<file path="src/rtl/encoder_8x3_seq_if.sv">
// Handshake bundle for encoder_8x3_seq: request vector in, binary index beats out.
// The zero port exists only when ENC_ZERO_FLAG_EN is defined.
interface encoder_8x3_seq_if;
  logic [7:0] d;
  logic       in_valid;
  logic       in_ready;
  logic       a;
  logic       b;
  logic       c;
  logic       out_valid;
  logic       out_ready;
  logic       out_last;
`ifdef ENC_ZERO_FLAG_EN
  logic       zero;

  modport master (
    output d, in_valid, out_ready,
    input  in_ready, a, b, c, out_valid, out_last, zero
  );

  modport slave (
    input  d, in_valid, out_ready,
    output in_ready, a, b, c, out_valid, out_last, zero
  );
`else
  modport master (
    output d, in_valid, out_ready,
    input  in_ready, a, b, c, out_valid, out_last
  );

  modport slave (
    input  d, in_valid, out_ready,
    output in_ready, a, b, c, out_valid, out_last
  );
`endif
endinterface

</file>
<file path="src/rtl/encoder_8x3_seq.sv">
// Sequential 8-to-3 encoder: captures a request vector and emits the index of every set bit.
// Optional macro ENC_ZERO_FLAG_EN turns a captured all-zero vector into a single flagged beat.
module encoder_8x3_seq #(
  parameter bit HIGH_FIRST = 1'b1
) (
  input logic              clk,
  input logic              rst_n,
  encoder_8x3_seq_if.slave bus
);

  typedef enum logic [0:0] {StIdle, StScan} state_e;

  state_e     r_state, w_state_d;
  logic [7:0] r_pend, w_pend_d;
  logic [2:0] r_idx, w_idx_d;
  logic       r_last, w_last_d;
  logic [7:0] w_pend_left;

  // Index of the set bit that is served next (highest or lowest depending on HIGH_FIRST).
  function automatic logic [2:0] pick(input logic [7:0] v);
    logic [2:0] idx;
    idx = 3'd0;
    if (HIGH_FIRST) begin
      for (int i = 0; i < 8; i++) begin
        if (v[i]) idx = 3'(i);
      end
    end else begin
      for (int i = 7; i >= 0; i--) begin
        if (v[i]) idx = 3'(i);
      end
    end
    return idx;
  endfunction

  function automatic logic single_bit(input logic [7:0] v);
    return (v != 8'd0) && ((v & (v - 8'd1)) == 8'd0);
  endfunction

  assign w_pend_left = r_pend & ~(8'd1 << r_idx);

`ifdef ENC_ZERO_FLAG_EN
  logic r_zero, w_zero_d;
`endif

  always_comb begin
    w_state_d = r_state;
    w_pend_d  = r_pend;
    w_idx_d   = r_idx;
    w_last_d  = r_last;
`ifdef ENC_ZERO_FLAG_EN
    w_zero_d  = r_zero;
`endif
    unique case (r_state)
      StIdle: begin
        if (bus.in_valid) begin
          if (bus.d != 8'd0) begin
            w_pend_d  = bus.d;
            w_idx_d   = pick(bus.d);
            w_last_d  = single_bit(bus.d);
            w_state_d = StScan;
`ifdef ENC_ZERO_FLAG_EN
            w_zero_d  = 1'b0;
          end else begin
            // pend stays empty so the single flagged beat retires like a last bit
            w_pend_d  = 8'd0;
            w_idx_d   = 3'd0;
            w_last_d  = 1'b1;
            w_zero_d  = 1'b1;
            w_state_d = StScan;
`endif
          end
        end
      end
      StScan: begin
        if (bus.out_ready) begin
          w_pend_d = w_pend_left;
`ifdef ENC_ZERO_FLAG_EN
          w_zero_d = 1'b0;
`endif
          if (w_pend_left != 8'd0) begin
            w_idx_d  = pick(w_pend_left);
            w_last_d = single_bit(w_pend_left);
          end else begin
            // index bits keep their last value in IDLE
            w_last_d  = 1'b0;
            w_state_d = StIdle;
          end
        end
      end
      default: w_state_d = StIdle;
    endcase
  end

  always_ff @(posedge clk or negedge rst_n) begin
    if (!rst_n) begin
      r_state <= StIdle;
      r_pend  <= 8'd0;
      r_idx   <= 3'd0;
      r_last  <= 1'b0;
    end else begin
      r_state <= w_state_d;
      r_pend  <= w_pend_d;
      r_idx   <= w_idx_d;
      r_last  <= w_last_d;
    end
  end

`ifdef ENC_ZERO_FLAG_EN
  always_ff @(posedge clk or negedge rst_n) begin
    if (!rst_n) begin
      r_zero <= 1'b0;
    end else begin
      r_zero <= w_zero_d;
    end
  end

  assign bus.zero = r_zero;
`endif

  assign bus.in_ready  = (r_state == StIdle);
  assign bus.out_valid = (r_state == StScan);
  assign bus.a         = r_idx[2];
  assign bus.b         = r_idx[1];
  assign bus.c         = r_idx[0];
  assign bus.out_last  = r_last;

endmodule
</file>
<file path="src/flat_wrapper.sv">
// flat-port wrapper written by rule: the top's interface ports become plain ports
module encoder_8x3_seq_flat 
#(
  parameter bit HIGH_FIRST = 1'b1
)
  (clk, rst_n, bus_d, bus_in_valid, bus_out_ready, bus_in_ready, bus_a, bus_b, bus_c, bus_out_valid, bus_out_last);
  encoder_8x3_seq_if bus_i ();
  input logic clk;
  input logic rst_n;
  input wire logic [$bits(bus_i.d)-1:0] bus_d;
  input wire logic [$bits(bus_i.in_valid)-1:0] bus_in_valid;
  input wire logic [$bits(bus_i.out_ready)-1:0] bus_out_ready;
  output wire logic [$bits(bus_i.in_ready)-1:0] bus_in_ready;
  output wire logic [$bits(bus_i.a)-1:0] bus_a;
  output wire logic [$bits(bus_i.b)-1:0] bus_b;
  output wire logic [$bits(bus_i.c)-1:0] bus_c;
  output wire logic [$bits(bus_i.out_valid)-1:0] bus_out_valid;
  output wire logic [$bits(bus_i.out_last)-1:0] bus_out_last;
  assign bus_i.d = bus_d;
  assign bus_i.in_valid = bus_in_valid;
  assign bus_i.out_ready = bus_out_ready;
  assign bus_in_ready = bus_i.in_ready;
  assign bus_a = bus_i.a;
  assign bus_b = bus_i.b;
  assign bus_c = bus_i.c;
  assign bus_out_valid = bus_i.out_valid;
  assign bus_out_last = bus_i.out_last;
  encoder_8x3_seq #(.HIGH_FIRST(HIGH_FIRST)) u_core (.clk(clk), .rst_n(rst_n), .bus(bus_i));
endmodule
</file>
<file path="config.mk">
export PLATFORM = sky130hd
export DESIGN_NAME = encoder_8x3_seq_flat
export DESIGN_NICKNAME = d
export VERILOG_FILES = /design/src/rtl/encoder_8x3_seq_if.sv /design/src/rtl/encoder_8x3_seq.sv /design/src/flat_wrapper.sv
export SDC_FILE = /design/constraint.sdc
export NUM_CORES = 1
export LEC_CHECK = 0
export ABC_AREA = 1
export CAP_MARGIN = 25
export CORE_MARGIN = 3
export CORE_UTILIZATION = 40
export DETAILED_ROUTE_END_ITERATION = 6
export SLEW_MARGIN = 10
export SYNTH_ARGS = -nofsm -noshare
export SYNTH_HDL_FRONTEND = slang
export SYNTH_SLANG_ARGS = --single-unit
</file>
<file path="constraint.sdc">
create_clock -name clk -period 1.96 [get_ports clk]
set_input_delay 0.392 -clock clk [delete_from_list [all_inputs] [get_ports clk]]
set_output_delay 0.392 -clock clk [all_outputs]
set_load 0.01 [all_outputs]
</file>
# [Word level (Yosys, flattened, before mapping)]
# Index checks and enable logic that the tools add are counted.
[classes] addsub=2 n_eq_ne=4 n_shift=1 mux=33 bitwise_logic=5 n_reduce_logical=8
[op_table] op="$mux W3" count=12
[op_table] op="$and A8 B8 Y8" count=3
[op_table] op="$mux W8" count=3
[op_table] op="$logic_not A8 Y1" count=2
[op_table] op="$pmux W8 S2" count=1
[op_table] op="$reduce_bool A8 Y1" count=2
[op_table] op="$sub A8 B1 Y8 const B" count=2
[op_table] op="$mux W1" count=10
[op_table] op="$mux W2" count=4
[op_table] op="$not A8 Y8" count=1
[op_table] op="$shl A1 B3 Y8 const A" count=1
[op_table] op="$ne A2 B2 Y1 const B" count=3
[op_table] op="$pmux W3 S2" count=1
[op_table] op="$pmux W1 S2" count=2
[op_table] op="$reduce_and A4 Y1" count=1
[op_table] op="$reduce_and A3 Y1" count=1
[op_table] op="$logic_and A1 B1 Y1" count=2
[op_table] op="$ne A2 B1 Y1 const B" count=1
[op_table] op="$not A1 Y1" count=1
[totals] reg_bits=13 input_bits=12 output_inout_bits=6

# [Logic depth before layout (Yosys ltp)]
# Gate-level depths: netlist (run 1).
[depth] depth_word=13 ltp_mapped=12 mapped_depth_nobuf=12

# [Worst setup path before layout (run 1)]
# No wires, ideal clock.
[synth_path] path_kind="register to register" startpoint="register u_core.r_idx[0]" endpoint="register u_core.r_idx[0]" arrival_ps=1320 path_slack_ps=523 stages_incl_launch_ff=13 path_buffers=0 synth_period_minus_slack_ps=1437 cell_sequence="dfrtp_1 > nor2_2 > nand2_1 > nand2_2 > nand2_2 > nor2_4 > nand2_2 > nand2_2 > nand2_2 > nand2_4 > inv_2 > nand2_1 > nand2_1"
[synth_between] elab_chain_cells=13
[synth_lines] element="from (decl)" line="encoder_8x3_seq.sv:15" text="logic [2:0] r_idx, w_idx_d;"
[synth_lines] element="from (signal assigned)" line="encoder_8x3_seq.sv:103" text="r_idx <= w_idx_d;"
[synth_lines] element="$shl A1 B3 Y8 (*)" line="encoder_8x3_seq.sv:39" text="assign w_pend_left = r_pend & ~(8'd1 << r_idx);"
[synth_lines] element="$not A8 Y8 (*)" line="encoder_8x3_seq.sv:39"
[synth_lines] element="$and A8 B8 Y8 (*)" line="encoder_8x3_seq.sv:39"
[synth_lines] element="$mux W1" line="encoder_8x3_seq.sv:25" text="if (v[i]) idx = 3'(i);"
[synth_lines] element="$mux W2 (2 in a row)" line="encoder_8x3_seq.sv:25"
[synth_lines] element="$mux W3 (4 in a row)" line="encoder_8x3_seq.sv:25"
[synth_lines] element="$mux W3" line="encoder_8x3_seq.sv:80" text="if (w_pend_left != 8'd0) begin"
[synth_lines] element="$mux W3" line="encoder_8x3_seq.sv:75" text="if (bus.out_ready) begin"
[synth_lines] element="$pmux W3 S2" line="encoder_8x3_seq.sv:53" text="unique case (r_state)"
# Mark *: on every way between the ends. The rest lies on a longest branch, timed or not. The select of a mux whose other input is x is not followed.
# A chain may end at the register's enable or synchronous reset.

# [Final worst setup path (run 1)]
[layout_path] startpoint="register u_core.r_state (netlist: u_core.bus.out_valid)" endpoint="output bus_out_valid"
[layout_rtl] element="from (decl)" line="encoder_8x3_seq.sv:13" text="state_e r_state, w_state_d;"
[layout_rtl] element="from (signal assigned)" line="encoder_8x3_seq.sv:96" text="r_state <= StIdle;"
[layout_rtl] element="from (signal assigned)" line="encoder_8x3_seq.sv:101" text="r_state <= w_state_d;"
[layout_rtl] element="to (decl)" line="flat_wrapper.sv:17" text="output wire logic [$bits(bus_i.out_valid)-1:0] bus_out_valid;"
# No word-level cell between the ends.

==> results of run 1 <==
metal layers:
layer  share of wire  global-route usage  up-vias
met2            0.45               0.292       22
li1                -                   -      571
met5               0                   0        -
met4           0.017              0.0695        0
met3           0.035              0.0200        4
met1            0.49               0.221      472
area by class of cell:
cell class                 count  area (um^2)  area share
sequential                    13          325       0.247
tap                           30         37.5      0.0285
timing repair buffer          22          208       0.158
clock buffer                   4         26.3      0.0200
inverter                      19         71.3      0.0542
multi-input combinational    129          647       0.492
Yosys cell counts:
cell	count	area share
nand3b_1	1	0.0070
a32oi_1	1	0.0081
inv_2	5	0.017
nor2_8	1	0.019
a21oi_1	4	0.019
buf_6	2	0.021
o21ai_1	7	0.033
clkbuf_1	1	0.0035
nor2_1	13	0.045
o21ai_0	9	0.042
o21bai_1	1	0.0070
inv_1	13	0.045
and2_1	1	0.0058
nand2_1	49	0.17
dfrtp_1	13	0.30
o21a_1	1	0.0070
buf_4	1	0.0070
a31oi_1	3	0.017
nand3_1	16	0.074
nor2_4	1	0.010
clkinv_1	1	0.0035
nor2_2	4	0.023
nand2_2	14	0.081
nand2_4	3	0.031
how the worst max path moves through the flow:
stage                                         from                           end  slack [ps]  cells after the start
floorplan              u_core.r_idx[0]$_DFFE_PN0P_   u_core.r_idx[0]$_DFFE_PN0P_         520                     12
global placement                          bus_d[2]  u_core.r_pend[6]$_DFFE_PN0P_          70                     10
detailed placement                        bus_d[2]  u_core.r_pend[2]$_DFFE_PN0P_          10                     10
CTS                 u_core.bus.out_valid$_DFF_PN0_                 bus_out_valid         140                      2
global route        u_core.bus.out_valid$_DFF_PN0_                  bus_in_ready          80                      2
finish              u_core.bus.out_valid$_DFF_PN0_                 bus_out_valid         150                      2
cells by family (layout without fill, tap and decap cells):
logic type,after synthesis,in the layout,share of synthesized area
and+or+nand+nor,103,103,0.468
AOI/OAI and AO/OA,26,26,0.132
buffers and inverters,23,45,0.0976
DFF,13,13,0.302
power groups by stage:
stage	sequential (W)	clock, W	combinational [W]
2_1_floorplan	0.000524	0	0.00109
3_3_place_gp	0.000526	0	0.00141
3_5_place_dp	0.000532	0	0.00142
4_1_cts	0.000526	0.000169	0.00143
5_1_grt	0.000545	0.000181	0.00162
6_report	0.000529	0.000166	0.00142
stage by stage:
step,hold slack (ps),setup slack (ps),total power (W)
3_3_place_gp,483,69.3,0.00194
5_1_grt,518,79.6,0.00235
3_5_place_dp,491,11.4,0.00195
6_report,485,151,0.00211
4_1_cts,508,145,0.00212
2_1_floorplan,96.4,523,0.00162
worst max-delay path, cell delays in order, from the launching register on:
cell             delay, ps
dfrtp_1                360
buf_4                  220
clkdlybuf4s50_1        560
sequential cells by signal, indices dropped and copies added (netlist names):
name / flops
u_core.bus.out_last: 1
u_core.bus.out_valid: 1
u_core.r_pend: 8
u_core.r_idx: 3
cells in the final DEF (no fill, tap or decap), types with 5 or more instances in the layout:
cell type        instances
dfrtp_1                 13
inv_2                    5
nand2_2                 14
o21ai_0                  9
nor2_1                  13
inv_1                   13
o21ai_1                  7
nand2_1                 49
buf_4                    5
nand3_1                 16
clkdlybuf4s50_1         17
==> run metrics, run 1 <==
Worst Path Required=1570 ps; R2R Setup Slk=370 ps; core footprint=2520 um^2; Tmin final=1810 ps; Seq pwr share=0.250; DIE AREA=3350 um^2; CP Capture Type=primary output; share of cells above drive strength 1=0.193; worst vdd ir=0.827 mV; Worst Reg-to-Reg Cells=12; Area growth, synth to finish=22.1%; Sw Ratio=0.509; CTS clk-pin slew, worst paths=80 ps; final count of hold timing violations=0; fmax=553 MHz; post-synth cell types=24; post-route insts no fill=217; maxcap violations=0; antenna-violating nets left=0; clock insertion delay at the later pin of the skew report=280 ps; Avg Inst Size Synth=6.53 um^2; Internal=0.00104 W; total global routing overflow=0; TritonCTS Buffers=3; actual slew at the worst max-slew pin=596 ps; diode count=0; DRC viols=0; final critical-path share of the clock period=0.923; Initial Util=0.427; port bufs=17; Clk network pwr share=0.079; worst-case clock skew=6.03 ps; Fillers=251; pin count of the biggest net entering global routing=19; Power per Cell Area=1610 nW/um^2; outcome=completed; Clock Sinks=13; Tightest Hold Check Type=input pin to asynchronous set/reset pin; power share of the combinational group=0.671; Final Cell Area=1320 um^2; crit path kind=flip-flop to primary output; die height=57.9 um; Post-CTS Setup Inserts=0; WP data arrival=1420 ps; clock buffer depth=2; vias in the first global route=1028; Seq/Total Area, Yosys=0.302; CTS tree=done; Critical Path Start Type=flip-flop; Via Count=1069; antenna violations before repair=0; synthesis warning total=0; I/O Pins=18; Inst Count DP=213; Slew headroom=0.602; Psw=0.00108 W; Initial DRC Count=50; Total GRT Usage=0.172; max-slew violation count=0; Syn Nets=177; Hold-fix buffers, CTS=0; wire per inst=11.6 um; DR vias/cell=4.93; Die W=57.9 um; register bit total from synthesis=13; placed cell areas=1290 um^2; RSZ-0062 raised after global routing=no; Post-Synthesis Cells=165; cell area after synthesis=1080 um^2; # setup viols final=0; site row count=18; DP Wirelength=2050 um; reg-to-reg endpoint=u_core.r_idx[0]$_DFFE_PN0P_; worst r2r src=u_core.r_idx[0]$_DFFE_PN0P_; drt total wl=2520 um; first-pass GRT wire length=4400 um; crit-path max FO=18; Post-layout nets=200; CTS root buffer=clkbuf_4; H-tree levels=1; post_cts resized=0; Core Util, Final=0.521; RePlAce Congestion=0.802; leakage=0.661 nW; Setup TNS=0 ps; number of detailed-route iterations in the first pass=4
(Power assumes the default switching activity.)
==> run 2, diff against run 1 <==
--- a/config.mk
+++ b/config.mk
@@ -9,6 +9,7 @@
 export CAP_MARGIN = 25
 export CORE_MARGIN = 3
 export CORE_UTILIZATION = 40
+export CTS_CLUSTER_DIAMETER = 200
 export DETAILED_ROUTE_END_ITERATION = 6
 export SLEW_MARGIN = 10
 export SYNTH_ARGS = -nofsm -noshare
==> results of run 2 <==
Same layout as run 1: the final DEF is identical, and so are final timing and power.
==> run 3, diff against run 2 <==
--- a/config.mk
+++ b/config.mk
@@ -7,11 +7,13 @@
 export LEC_CHECK = 0
 export ABC_AREA = 1
 export CAP_MARGIN = 25
-export CORE_MARGIN = 3
+export CORE_MARGIN = 10
 export CORE_UTILIZATION = 40
 export CTS_CLUSTER_DIAMETER = 200
 export DETAILED_ROUTE_END_ITERATION = 6
+export GPL_ROUTABILITY_DRIVEN = 0
 export SLEW_MARGIN = 10
 export SYNTH_ARGS = -nofsm -noshare
 export SYNTH_HDL_FRONTEND = slang
 export SYNTH_SLANG_ARGS = --single-unit
+export TNS_END_PERCENT = 100
==> run 3 against run 2 <==
Against the previous run: global-route usage shrank 6.4 points; count of clock-buffer cells in the layout is the same; cell area is the same; die area grew 54%; first-iteration DRC count is the same; clock skew grew 1.9 ps; core utilization is the same; clock power grew 6%; hold slack lost 12 ps; cell count is the same.
==> run metrics, run 3 (synthesis gave the netlist of run 1 again) <==
Slew headroom=0.599; Via Count=1085; Power per Cell Area=1610 nW/um^2; Top Registers=u_core.r_pend (8), u_core.r_idx (3); final critical-path share of the clock period=0.928; Total GRT Usage=0.108; Worst Path Required=1570 ps; multi-input logic area=647 um^2; CTS tree=done; post-route insts no fill=217; DR vias/cell=5.00; H-tree levels=1; critical path cell sequence=inv_2, clkdlybuf4s50_1; Post-CTS Setup Inserts=0; CP Capture Type=primary output; Initial Util=0.427; slowest stage delay, CP=570 ps; outcome=completed; Seq pwr share=0.247; antenna-violating nets left=0; die height=71.9 um; CP Buf/Inv Count=2; commonest non-fill, non-tap cells in the layout=nand2_1 (49), clkdlybuf4s50_1 (17), nand3_1 (16); Worst Reg-to-Reg Cells=12; Largest Register=u_core.r_pend; Post-layout nets=200; Die W=71.9 um; CTS root buffer=clkbuf_4; Tmin final=1820 ps; Top delay family on crit path=buffers and inverters; Clock Sinks=13; final count of hold timing violations=0; maxcap violations=0; clock buffer depth=2; WP data arrival=1430 ps; WP depth=2; share of cells above drive strength 1=0.193; fmax=550 MHz; Sw Ratio=0.510; max-slew violation count=0; number of detailed-route iterations in the first pass=4; commonest non-fill, non-tap cell in the layout=nand2_1; RSZ-0062 raised after global routing=no; Psw=0.00108 W; total global routing overflow=0; CTS clk-pin slew, worst paths=90 ps; site row count=18; Setup TNS=0 ps; DP Wirelength=2190 um; worst vdd ir=0.934 mV; post_cts resized=0; pin count of the biggest net entering global routing=18; drt total wl=2660 um; worst-case clock skew=7.93 ps; Critical Path Start Type=flip-flop; DRC viols=0; core footprint=2520 um^2; leakage=0.661 nW; I/O Pins=18; Hold-fix buffers, CTS=0; R2R Setup Slk=400 ps; crit path kind=flip-flop to primary output; port bufs=17; Tightest Hold Check Type=input pin to asynchronous set/reset pin; first-pass GRT wire length=4600 um; max FFs per register=8; Initial DRC Count=50; antenna violations before repair=0; TritonCTS Buffers=3; Clk network pwr share=0.083; Internal=0.00104 W; Area growth, synth to finish=22.1%; Crit-path slowest cell=clkdlybuf4s50_1; power share of the combinational group=0.670; clock insertion delay at the later pin of the skew report=290 ps; diode count=0; # setup viols final=0; crit-path max FO=11; wire per inst=12.3 um; actual slew at the worst max-slew pin=600 ps; Fillers=273; Inst Count DP=213; vias in the first global route=1030; DIE AREA=5170 um^2; Reg area=325 um^2
-- run 3: layout make-up --
class | instances | share of cell area
multi-input cells | 129 | 0.492
flip-flops and latches | 13 | 0.247
repair buffers | 22 | 0.158
inverters | 19 | 0.0542
well taps | 30 | 0.0285
clock buffers | 4 | 0.0200
-- run 3: routing by layer --
metal  vias to the layer above  track usage  part of all wire
li1                        573            -                 -
met2                        30        0.167              0.44
met3                         5       0.0204             0.051
met4                         0       0.0581             0.024
met1                       477        0.139              0.49
met5                         -            0                 0
-- run 3: power by group through the flow --
stage / clock network [W] / registers (W) / logic [W]
2_1_floorplan: 0 / 0.000524 / 0.00109
3_3_place_gp: 0 / 0.000528 / 0.00141
3_5_place_dp: 0 / 0.000531 / 0.00143
4_1_cts: 0.000181 / 0.000525 / 0.00143
5_1_grt: 0.000194 / 0.000543 / 0.00163
6_report: 0.000176 / 0.000523 / 0.00142
-- run 3: worst paths after layout --
check	startpoint	endpoint
min reg2reg	u_core.r_pend[0]$_DFFE_PN0P_	u_core.r_pend[0]$_DFFE_PN0P_
max	u_core.bus.out_valid$_DFF_PN0_	bus_in_ready
min in group clk	u_core.r_pend[0]$_DFFE_PN0P_	u_core.r_pend[0]$_DFFE_PN0P_
min	rst_n	u_core.r_pend[7]$_DFFE_PN0P_
max reg2reg	u_core.r_idx[0]$_DFFE_PN0P_	u_core.r_idx[0]$_DFFE_PN0P_
max in group asynchronous	rst_n	u_core.r_pend[5]$_DFFE_PN0P_
-- run 3: metrics by stage --
stage / area, um^2 / power [W] / util / setup WS (ps) / hold slack (ps)
6_report: 1320 / 0.00212 / 0.521 / 142 / 473
5_1_grt: 1320 / 0.00237 / 0.521 / 42.0 / 513
4_1_cts: 1320 / 0.00214 / 0.521 / 122 / 503
3_5_place_dp: 1290 / 0.00196 / 0.511 / 57.8 / 488
3_3_place_gp: 1290 / 0.00194 / 0.511 / 91.6 / 496
2_1_floorplan: 1080 / 0.00162 / - / 523 / 96.4
